File: src/rtl/spi_pkg.sv
// spi_pkg: constants and FSM encoding shared by the SPI receiver and controller
package spi_pkg;
    localparam int SPI_BITS     = 8;
    localparam int SPI_SCK_HALF = 5;
    localparam logic [1:0] ST_IDLE = 2'd0;
    localparam logic [1:0] ST_RECV = 2'd1;
    localparam logic [1:0] ST_PUSH = 2'd2;
endpackage

File: src/rtl/spi_rx_fifo.sv
// spi_rx_fifo: synchronous FIFO with MSB-wrap pointers, write allowed when full if a pop coincides
module spi_rx_fifo #(
    parameter int DEPTH = 4,
    parameter int WIDTH = 8
) (
    input  logic             clock,
    input  logic             reset,
    input  logic             i_push,
    input  logic [WIDTH-1:0] i_data,
    input  logic             i_pop,
    output logic [WIDTH-1:0] o_data,
    output logic             o_full,
    output logic             o_empty
);
    localparam int AW = $clog2(DEPTH);
    logic [AW:0]      r_wr;
    logic [AW:0]      r_rd;
    logic [WIDTH-1:0] r_mem [DEPTH];
    logic             w_wr;
    logic             w_rd;
    assign o_empty = r_wr == r_rd;
    assign o_full  = (r_wr[AW] != r_rd[AW]) && (r_wr[AW-1:0] == r_rd[AW-1:0]);
    assign w_rd    = i_pop && !o_empty;
    assign w_wr    = i_push && (!o_full || w_rd);
    assign o_data  = r_mem[r_rd[AW-1:0]];
    // storage and pointer update; entries cleared on reset so the head reads 0
    always_ff @(posedge clock or negedge reset) begin
        if (!reset) begin
            r_wr <= '0;
            r_rd <= '0;
            for (int i = 0; i < DEPTH; i++) r_mem[i] <= '0;
        end else begin
            if (w_wr) begin
                r_mem[r_wr[AW-1:0]] <= i_data;
                r_wr <= r_wr + 1'b1;
            end
            if (w_rd) r_rd <= r_rd + 1'b1;
        end
    end
endmodule

File: src/rtl/spi_receiver.sv
// spi_receiver: oversampled SPI byte deserialiser with output FIFO, overrun and frame-error flags
module spi_receiver
    import spi_pkg::*;
#(
    parameter int SYNC_STAGES  = 2,
    parameter int IDLE_TIMEOUT = 16,
    parameter int FIFO_DEPTH   = 4
) (
    input  logic                clock,
    input  logic                reset,
    input  logic                spi_clk,
    input  logic                spi_data,
    output logic [SPI_BITS-1:0] m_data,
    output logic                m_valid,
    input  logic                m_ready,
    output logic                overrun,
    input  logic                clear_overrun,
    output logic                frame_err,
    output logic                busy
);
    localparam int IW = $clog2(IDLE_TIMEOUT + 1);
    localparam int BW = $clog2(SPI_BITS + 1);
    localparam logic [IW-1:0] IDLE_MAX = IW'(IDLE_TIMEOUT);
    localparam logic [BW-1:0] LAST_BIT = BW'(SPI_BITS - 1);
    logic [SYNC_STAGES-1:0] r_sck_sync;
    logic [SYNC_STAGES-1:0] r_sd_sync;
    logic                   r_sck_prev;
    logic [IW-1:0]          r_idle_cnt;
    logic [1:0]             r_state;
    logic [BW-1:0]          r_bit_cnt;
    logic [SPI_BITS-1:0]    r_shift;
    logic                   r_frame_err;
    logic                   r_overrun;
    logic                   w_sck;
    logic                   w_sd;
    logic                   w_rise;
    logic                   w_timeout;
    logic                   w_push;
    logic                   w_pop;
    logic                   w_full;
    logic                   w_empty;
    logic [SPI_BITS-1:0]    w_shift_next;
    assign w_sck        = r_sck_sync[SYNC_STAGES-1];
    assign w_sd         = r_sd_sync[SYNC_STAGES-1];
    assign w_rise       = w_sck && !r_sck_prev;
    assign w_timeout    = r_idle_cnt == IDLE_MAX;
    assign w_push       = r_state == ST_PUSH;
    assign w_pop        = m_valid && m_ready;
    assign w_shift_next = {r_shift[SPI_BITS-2:0], w_sd};
    assign m_valid      = !w_empty;
    assign busy         = r_state == ST_RECV;
    assign frame_err    = r_frame_err;
    assign overrun      = r_overrun;
    // synchronisers; clock side resets to its idle-high level so release never fakes a rise
    always_ff @(posedge clock or negedge reset) begin
        if (!reset) begin
            r_sck_sync <= '1;
            r_sd_sync  <= '0;
            r_sck_prev <= 1'b1;
        end else begin
            r_sck_sync <= {r_sck_sync[SYNC_STAGES-2:0], spi_clk};
            r_sd_sync  <= {r_sd_sync[SYNC_STAGES-2:0], spi_data};
            r_sck_prev <= w_sck;
        end
    end
    // count consecutive high samples of the SPI clock, saturating at the timeout
    always_ff @(posedge clock or negedge reset) begin
        if (!reset) r_idle_cnt <= '0;
        else if (!w_sck) r_idle_cnt <= '0;
        else if (!w_timeout) r_idle_cnt <= r_idle_cnt + 1'b1;
    end
    // byte assembly FSM; IDLE and PUSH both start a new byte on a rise
    always_ff @(posedge clock or negedge reset) begin
        if (!reset) begin
            r_state     <= ST_IDLE;
            r_bit_cnt   <= '0;
            r_shift     <= '0;
            r_frame_err <= 1'b0;
        end else begin
            r_frame_err <= 1'b0;
            case (r_state)
                ST_RECV: begin
                    if (w_rise) begin
                        r_shift   <= w_shift_next;
                        r_bit_cnt <= r_bit_cnt + 1'b1;
                        if (r_bit_cnt == LAST_BIT) r_state <= ST_PUSH;
                    end else if (w_timeout) begin
                        r_bit_cnt   <= '0;
                        r_frame_err <= 1'b1;
                        r_state     <= ST_IDLE;
                    end
                end
                default: begin
                    if (w_rise) begin
                        r_shift   <= w_shift_next;
                        r_bit_cnt <= BW'(1);
                        r_state   <= ST_RECV;
                    end else begin
                        r_bit_cnt <= '0;
                        r_state   <= ST_IDLE;
                    end
                end
            endcase
        end
    end
    // sticky overrun: a drop in the same cycle as a clear keeps it set
    always_ff @(posedge clock or negedge reset) begin
        if (!reset) r_overrun <= 1'b0;
        else if (w_push && w_full && !w_pop) r_overrun <= 1'b1;
        else if (clear_overrun) r_overrun <= 1'b0;
    end
    spi_rx_fifo #(.DEPTH(FIFO_DEPTH), .WIDTH(SPI_BITS)) u_fifo (
        .clock   (clock),
        .reset   (reset),
        .i_push  (w_push),
        .i_data  (r_shift),
        .i_pop   (w_pop),
        .o_data  (m_data),
        .o_full  (w_full),
        .o_empty (w_empty)
    );
endmodule

File: config.mk
export PLATFORM = sky130hd
export DESIGN_NAME = spi_receiver
export DESIGN_NICKNAME = d
export VERILOG_FILES = /design/src/rtl/spi_pkg.sv /design/src/rtl/spi_rx_fifo.sv /design/src/rtl/spi_receiver.sv
export SDC_FILE = /design/constraint.sdc
export NUM_CORES = 1
export LEC_CHECK = 0
export CELL_PAD_IN_SITES_DETAIL_PLACEMENT = 1
export CELL_PAD_IN_SITES_GLOBAL_PLACEMENT = 2
export CORE_MARGIN = 2
export CORE_UTILIZATION = 38
export DETAILED_ROUTE_END_ITERATION = 7
export PLACE_DENSITY = 0.76
export REMOVE_ABC_BUFFERS = 1
export SETUP_SLACK_MARGIN = 0.1
export SLEW_MARGIN = 0
export SYNTH_ARGS = -nofsm -noshare
export SYNTH_HDL_FRONTEND = slang
export SYNTH_SLANG_ARGS = --single-unit
File: constraint.sdc
create_clock -name clock -period 2 [get_ports clock]
set_clock_uncertainty 0.2 [all_clocks]
set_input_delay 0.2 -clock clock [delete_from_list [all_inputs] [get_ports clock]]
set_output_delay 0.2 -clock clock [all_outputs]
set_load 0.05 [all_outputs]
# Yosys cells after proc, flatten, opt, wreduce, memory -nomap -nowiden
# Index checks and enable logic that the tools add are counted.
# word_totals
elab_cells	71
output_inout_bits	12
mem_bits_ro	0
latchBits	0
memories	0
ramBits	0
regBits	64
# op_classes
eq_ne	10
n_mul	0
div	0
n_reduce_logical	15
addsub	4
bitwise	2
shifts	0
mux	22
magnitude_cmp	3
# op_table
op	n
$bwmux 32	1
$mux 8	3
$bmux 8 s2	1
$demux 8 s2	1
$mux 4	3
$mux 5	2
$logic_and 1x1->1	8
$mux 2	4
$mux 1	7
$add 3x1->3 const B	2
$ge 3x3->1 const B	2
$not 2->3	2
$add 5x1->5 const B	1
$eq 5x5->1 const B	1
$add 4x1->4 const B	1
$eq 4x3->1 const B	1
$logic_not 1->1	4
$eq 3x3->1	1
$lt 3x1->1 const B	1
$ne 3x1->1 const B	1
$ne 3x2->1 const B	1
$eq 2x1->1 const B	1
$eq 2x2->1	1
$eq 2x2->1 const B	1
other kinds (5)	5

# Logic depth before layout (Yosys ltp)
# Gate-level depths: netlist (run 1).
# logic_depth
ltp_word	6
depth_mapped	6
ltp_nobuf	5

# Cells and area by module
# A second synthesis (run 1) with hierarchy kept.
# unflattened
cells_unflattened	254
hier_area_um2	3007.9
# by_module_without_submodules
module	instances	cells_each	seq_area_each_um2	area_per_inst_um2
spi_rx_fifo	1	153	950.9	1931.9
spi_receiver	1	101	654.4	1076.0

# Worst setup path before layout (run 1)
# Ideal clock, no wire load.
# synth_path
path_type	flip-flop to flip-flop
startpoint	reg u_fifo.r_rd[1]
endpoint	reg u_fifo.r_mem[0] in the netlist's numbering
path_buffers	1
path_slack_ns	-0.079
stages_incl_launch_ff	5
required_time_ns	1.675
setup_time_ns	0.125
arrival_time_ns	1.755
cell_sequence	dfrtp_1 -> buf_6 -> xor2_2 -> o41ai_4 -> mux2_2
# synth_between
elab_chain_cells	6
word_cells_on_any_way	9
classes_between	eq/ne (2); reduce/logical (7)
# synth_rtl
item	line	source
start, declared	spi_rx_fifo.sv:17	logic [AW:0] r_rd;
start signal, assigned	spi_rx_fifo.sv:37	if (w_rd) r_rd <= r_rd + 1'b1;
$eq 3x3->1	spi_rx_fifo.sv:21	assign o_empty = r_wr == r_rd;
$logic_not 1->1	spi_rx_fifo.sv:23, spi_receiver.sv:50	
$logic_and 1x1->1	spi_receiver.sv:48	assign w_pop = m_valid && m_ready;
$logic_and 1x1->1	spi_rx_fifo.sv:23	assign w_rd = i_pop && !o_empty;
$logic_or 1x1->1 *	spi_rx_fifo.sv:24	assign w_wr = i_push && (!o_full || w_rd);
$logic_and 1x1->1 *	spi_rx_fifo.sv:24	
end signal, assigned by index	spi_rx_fifo.sv:34	r_mem[r_wr[AW-1:0]] <= i_data;
end, declared	spi_rx_fifo.sv:18	logic [WIDTH-1:0] r_mem [DEPTH];
# Mark *: on every way between the ends. The rest lies on a longest branch, timed or not.
# A chain may end at the register's enable or synchronous reset.

# Worst setup path after layout (run 1)
# layout_path
startpoint	reg u_fifo.r_rd[0]
endpoint	reg u_fifo.r_mem[25] in the netlist's numbering
# Same word-level chain as after synthesis.

==> results of run 1 <==
[critical path: cells and delay by family, from the launching register on]
family,cells,cell delay (ns)
xor+xnor,1,0.22
buf+inv,3,0.51
compound gates,1,0.24
mux,1,0.30
flops,1,0.43
[area by class of cell]
cell class,count,area (um2)
repair buffers,43,493.0
well taps,102,127.6
fillers,783,3737
clock buffers,9,123.9
clock inverters,7,95.09
multi-input cells,134,1473
inverters,7,26.28
flip-flops and latches,64,1612
[metal layers]
layer  wire [um]  up-vias
li1            -      847
met1        2985      974
met2        3145       23
met3         131        6
met4          70        0
met5           0        -
[logic make-up after synthesis]
group / Yosys count / share of synthesized area
fa+ha+maj: 8 / 0.03352
buf+inv: 13 / 0.01969
compound gates: 16 / 0.06661
xor+xnor: 11 / 0.04357
simple gates: 54 / 0.09049
mux: 45 / 0.2086
flops: 64 / 0.5375
[layout by cell type (no fill, tap or decap), types with 3 or more instances in the layout]
master	n
sky130_fd_sc_hd__a21oi_1	3
sky130_fd_sc_hd__and2_1	3
sky130_fd_sc_hd__and3b_1	3
sky130_fd_sc_hd__buf_12	8
sky130_fd_sc_hd__buf_4	12
sky130_fd_sc_hd__buf_6	15
sky130_fd_sc_hd__clkbuf_8	9
sky130_fd_sc_hd__clkdlybuf4s50_1	5
sky130_fd_sc_hd__dfrtp_1	56
sky130_fd_sc_hd__dfrtp_2	5
sky130_fd_sc_hd__dfstp_2	3
sky130_fd_sc_hd__ha_1	7
sky130_fd_sc_hd__inv_1	6
sky130_fd_sc_hd__mux2_4	33
sky130_fd_sc_hd__mux2i_1	3
sky130_fd_sc_hd__mux4_2	8
sky130_fd_sc_hd__nand2_1	27
sky130_fd_sc_hd__nand3_1	6
sky130_fd_sc_hd__nor2b_1	3
sky130_fd_sc_hd__o41ai_4	4
sky130_fd_sc_hd__xnor2_1	4
sky130_fd_sc_hd__xnor2_2	3
[metrics by stage]
stage | area (um2) | setup TNS, ns | worst slack (ns)
5_1_grt | 3950 | -1.666 | -0.07717
3_3_place_gp | 3447 | -1.119 | -0.06669
4_1_cts | 3915 | -0.2501 | -0.04592
2_1_floorplan | 2954 | -3.265 | -0.1354
3_5_place_dp | 3447 | -1.707 | -0.08840
6_report | 3950 | -0.1950 | -0.02434
[repair_timing]
action                                  4_1_cts  5_1_grt
hold buffers                                  1        0
pin swaps                                     7        4
endpoints found under the setup margin       45       46
resized for setup                            72        5
setup buffers                                 5        1
endpoints found under the hold margin        64        0
[report_power, final]
group	total, mW	internal, mW	switching, mW
registers	1.56	1.42	0.142
clock network	1.23	0.703	0.527
logic	1.15	0.557	0.596
[registers in the layout (all words and copies together), names as in the netlist]
signal / count
u_fifo.r_mem: 32
r_shift: 8
r_idle_cnt: 5
r_bit_cnt: 4
u_fifo.r_rd: 3
u_fifo.r_wr: 3
r_sck_sync: 2
r_sd_sync: 2
r_state: 2
frame_err: 1
overrun: 1
r_sck_prev: 1
[final timing paths]
kind / endpoint / startpoint / slack [ns]
worst max-delay path: u_fifo.r_mem[25] / u_fifo.r_rd[0] / -0.02
worst min-delay path: r_sck_sync[0] / spi_clk / 0.07
worst max register to register: u_fifo.r_mem[25] / u_fifo.r_rd[0] / -0.02
worst min register to register: r_sd_sync[1] / r_sd_sync[0] / 0.15
max in group asynchronous: r_sck_sync[1] / reset / 1.08
min in group asynchronous: u_fifo.r_wr[0] / reset / 0.20
==> results.rst, run 1 <==
.. list-table::
   :header-rows: 1

   * - Metric
     - Value
   * - Synthesized area divided by synthesized cell count
     - roughly 14 um2
   * - Clock buffer depth
     - 2
   * - Seq/Total Area, Yosys
     - 0.5375
   * - Number of antenna violations at the first check in global routing
     - 0
   * - Top_reg_cell synth
     - sky130_fd_sc_hd__dfrtp_1
   * - Cell type of the slowest stage on the worst timing path
     - sky130_fd_sc_hd__dfrtp_2
   * - Type of the setup path with the least slack
     - register to register
   * - Cell type with the highest aggregate area in the netlist
     - sky130_fd_sc_hd__dfrtp_1
   * - Average wire per cell in the routed design
     - about 17 um
   * - Top cells by instance count after synthesis
     - sky130_fd_sc_hd__dfrtp_1, sky130_fd_sc_hd__mux2_2, sky130_fd_sc_hd__nand2_1
   * - Via count of the first global-routing pass
     - 2065
   * - Global-route track usage on met3
     - 0.02929
   * - Area of the core region
     - about 7700 um2
   * - Least-Margin Pin Slew
     - 0.5005 ns
   * - Yosys warnings
     - 0
   * - Fraction of synthesis flops using an asynchronous set or reset pin
     - 1.000
   * - Clock tree from TritonCTS
     - built
   * - Post-synthesis sequential element count
     - 64
   * - Launching element type of the critical path
     - register
   * - Final min period
     - a little over 2 ns
   * - Number of buffers added by the clock tree synthesis step
     - 9
   * - Post-route worst setup slack
     - -0.02434 ns
   * - Largest fanout on the critical path
     - 6
   * - Status
     - finished, violations left
   * - Routability congestion estimate from global placement
     - 0.6940
   * - DIE AREA
     - roughly 8600 um2
   * - CTS root buffer
     - sky130_fd_sc_hd__clkbuf_8
   * - Worst hold path depth
     - 1
   * - Worst EP arrival
     - roughly 2.0 ns
   * - Placed insts
     - around 340
   * - P_leak
     - roughly 2 nW
   * - Worst-Skew Late Latency
     - ~0.34 ns
   * - Total standard cell area after synthesis
     - ~3000 um2
   * - Utilization after layout
     - 0.5138
   * - Non-filler cells, final
     - approximately 370
   * - Vias per inst
     - between 5 and 6
   * - Remaining antenna violation count after routing
     - 0
   * - Number of distinct library cells after synthesis
     - 38
   * - Min Hold Slack
     - about 0.067 ns
   * - Antenna cell count
     - 0
   * - Overall die height
     - approximately 90 um
   * - Area growth from synthesis to layout
     - 32.26%
   * - GR met2 Demand/Resource
     - 0.2609
   * - Maximum number of pins on one net before global-route repair
     - 65
   * - Layer carrying the most global-route usage
     - met2
   * - Final setup vio count
     - 13
   * - Achievable clock frequency
     - ~490 MHz
   * - Net count of the finished layout
     - 273
   * - Top post-synthesis cells by area
     - sky130_fd_sc_hd__dfrtp_1, sky130_fd_sc_hd__mux2_2, sky130_fd_sc_hd__mux4_1
   * - Global-route wire length before repair
     - about 11 mm
   * - DRC
     - 0
   * - Areal power density over the cells
     - between 900 and 1000 nW/um2
   * - Max cap viols
     - 0
   * - Worst slew margin
     - 0.6677
   * - Violations in the final reports
     - setup timing
   * - Yosys top cell area share
     - 0.5111
   * - Largest stage delay on the critical path
     - approximately 0.43 ns
   * - Crit path cell chain
     - buf_6 > xor2_4 > buf_12 > o41ai_4 > buf_4 > mux2_4
   * - Worst min-delay path class
     - primary input to register
   * - Global route overflow
     - 0
   * - Final wirelength
     - 6.333 mm
   * - Number of enable flip-flop cells after synthesis
     - 0
   * - Final HPWL DP
     - a little over 4 mm
   * - Data required time of the worst path
     - ~2.0 ns
   * - Vias after detailed routing
     - between 1500 and 2000
   * - Horizontal die dimension
     - slightly above 90 um
   * - Clock net sink count
     - 64
   * - Number of cells produced by synthesis
     - 211
   * - Starting Density
     - 0.3885
   * - Slew Limit Fails
     - 0
   * - Number of cell rows
     - 32
   * - Final hold violation count
     - 0
   * - Highest ir drop seen on vdd
     - roughly 0.40 mV
   * - Cells on worst reg2reg path
     - 6
   * - # IOs
     - 18
   * - Final period utilization
     - 1.012
   * - IO Port Bufs
     - 17
   * - Layout cell share with drive strength beyond 1
     - 0.4508
   * - First DRT Iteration DRCs
     - 56
   * - Total power consumption of the routed design
     - around 3.9 mW
   * - Clk slew on worst S/H paths
     - roughly 0.070 ns
   * - CP endpoint kind
     - register
   * - Met1 Track Usage GR
     - 0.2213
   * - Number of H-tree levels
     - 3
   * - 1st-pass router iterations
     - 4
   * - RSZ-0062 raised after global routing
     - yes
   * - Overall track demand over capacity in global routing
     - 0.1646
   * - Most frequently used cell type in the post-synthesis netlist
     - sky130_fd_sc_hd__dfrtp_1
Power figures use the tool's default switching activity.
==> inputs of run 2 (changes only) <==
--- a/config.mk
+++ b/config.mk
@@ -10,6 +10,7 @@
 export CORE_MARGIN = 2
 export CORE_UTILIZATION = 38
 export DETAILED_ROUTE_END_ITERATION = 7
+export GPL_ROUTABILITY_DRIVEN = 0
 export PLACE_DENSITY = 0.76
 export REMOVE_ABC_BUFFERS = 1
 export SETUP_SLACK_MARGIN = 0.1
==> results of run 2 <==
Final layout, timing and power as in run 1 (identical DEF).
==> edit, RTL diff (config.mk and constraints of run 2) <==
Change the package constant `SPI_BITS` from 8 to 4.
--- a/src/rtl/spi_pkg.sv
+++ b/src/rtl/spi_pkg.sv
@@ -1,6 +1,6 @@
 // spi_pkg: constants and FSM encoding shared by the SPI receiver and controller
 package spi_pkg;
-    localparam int SPI_BITS     = 8;
+    localparam int SPI_BITS     = 4;
     localparam int SPI_SCK_HALF = 5;
     localparam logic [1:0] ST_IDLE = 2'd0;
     localparam logic [1:0] ST_RECV = 2'd1;
Ports: changed (resized m_data); port bits go from 18 to 14. No check against the original RTL was run, so the function may have changed too.
==> edit against run 2 <==
  * Sequential share of layout area shrank 2.8 points
  * Via count shrank 27%
  * Worst hold slack gained 0.034 ns
  * Final area shrank 28%
  * Fmax grew 2.2%
  * Sequential cell count shrank 21
  * Worst setup slack gained 0.043 ns
  * Area after synthesis shrank 30%
  * Total power shrank 18%
  * Wire length shrank 26%
  * Synthesized cell count shrank 27%
  * First-iteration DRC count grew 11%
==> edit: results (changes against run 2) <==
- Placed cells: 245 (was 344)
- Status: completed (was complete, but fails checks)
- XOR/XNOR share of the synthesized area: 6.74% (was 4.36%)
- Compound-cell area share of the yosys netlist: 8.47% (was 6.66%)
- Cell Area, Placed: 0.00240 mm² (was 0.00345 mm²)
- H-tree levels: 2 (was 3)
- Largest net degree at the start of global routing: 44 (was 65)
- DR WL met2: 2.58 mm (was 3.15 mm)
- WL final: 4.71 mm (was 6.33 mm)
- Worst reg2reg path endpoint: u_fifo.r_mem[3]$_DFFE_PN0P_ (was u_fifo.r_mem[25]$_DFFE_PN0P_)
- Pre-CTS WS: -0.0296 ns (was -0.0884 ns)
- Wire length on met1: 1.93 mm (was 2.99 mm)
- Hold_ws: 0.101 ns (was 0.0671 ns)
- Critical Path Sink: m_data[0] (was u_fifo.r_mem[25]$_DFFE_PN0P_)
- Period utilization: 99.0% (was 101%)
- Reg2Reg Depth: 5 (was 6)
- Netlist cell types: 31 (was 38)
- Worst VDD drop: 0.000528 V (was 0.000405 V)
- Total track usage: 16.2% (was 16.5%)
- Post-Synth Adder-Cell Area: 5.37% (was 3.35%)
- Top Registers: u_fifo.r_mem: 16 flops, r_idle_cnt: 5 flops, r_shift: 4 flops (was u_fifo.r_mem: 32 flops, r_shift: 8 flops, r_idle_cnt: 5 flops)
- Port bufs: 13 (was 17)
- R2r startpoint: u_fifo.r_rd[2]$_DFFE_PN0P_ (was u_fifo.r_rd[0]$_DFFE_PN0P_)
- Grt met1 use: 19.1% (was 22.1%)
- HPWL after DPL: 3.05 mm (was 4.09 mm)
- Final net count: 215 (was 273)
- Layout cells sized above 1: 45.8% (was 45.1%)
- Inserted Clock Buffers: 5 (was 9)
- Slowest cell on crit path: mux4_2 (was dfrtp_2)
- Fillers: 547 (was 783)
- WP data arrival: 1.58 ns (was 2.04 ns)
- Grt met2 use: 29.2% (was 26.1%)
- Leak: 1.40 nW (was 1.94 nW)
- Worst Tran Pin Value: 0.551 ns (was 0.500 ns)
- Max incr delay on CP: 0.53 ns (was 0.43 ns)
- First-pass GRT wire length: 7.57 mm (was 10.7 mm)
- Clk_lat worst skew: 0.29 ns (was 0.34 ns)
- Final setup viols: 0 (was 13)
- Ranking of synthesized cells by area: dfrtp_1 48%, mux2_2 9.7%, ha_1 5.4% (was dfrtp_1 51%, mux2_2 13%, mux4_1 7.0%)
- Mux cell area share after synthesis: 15.4% (was 20.9%)
- Seq/Total Area, Yosys: 51.5% (was 53.7%)
- Vias in the first global route: 1508 (was 2065)
[edit: area by class of cell]
class / instances / area, µm² / area share (%)
Timing Repair Buffer: 45 / 462 / 16.1
Sequential cell: 43 / 1090 / 38.0
Multi-Input combinational cell: 97 / 1080 / 37.7
Clock buffer: 5 / 68.8 / 2.40
Tap cell: 72 / 90.1 / 3.15
Clock inverter: 3 / 43.8 / 1.53
Inverter: 8 / 30.0 / 1.05
[edit: power by group]
| group | internal (W) | leakage [nW] | total, W | switching (W) |
|---|---|---|---|---|
| clock | 0.000372 | 0.0581 | 0.000683 | 0.000310 |
| sequential | 0.000992 | 0.556 | 0.00114 | 0.000149 |
| combinational | 0.000738 | 0.785 | 0.00141 | 0.000673 |
| total | 0.00210 | 1.40 | 0.00323 | 0.00113 |
[edit: repair_timing]
action                                  4_1_cts  5_1_grt
buffers inserted                              8       11
pin swaps                                     5        8
endpoints found under the setup margin       23       25
cloned                                        0        0
hold buffers                                  1        0
hold endpoints to repair                     40        0
resized for setup                            32       17
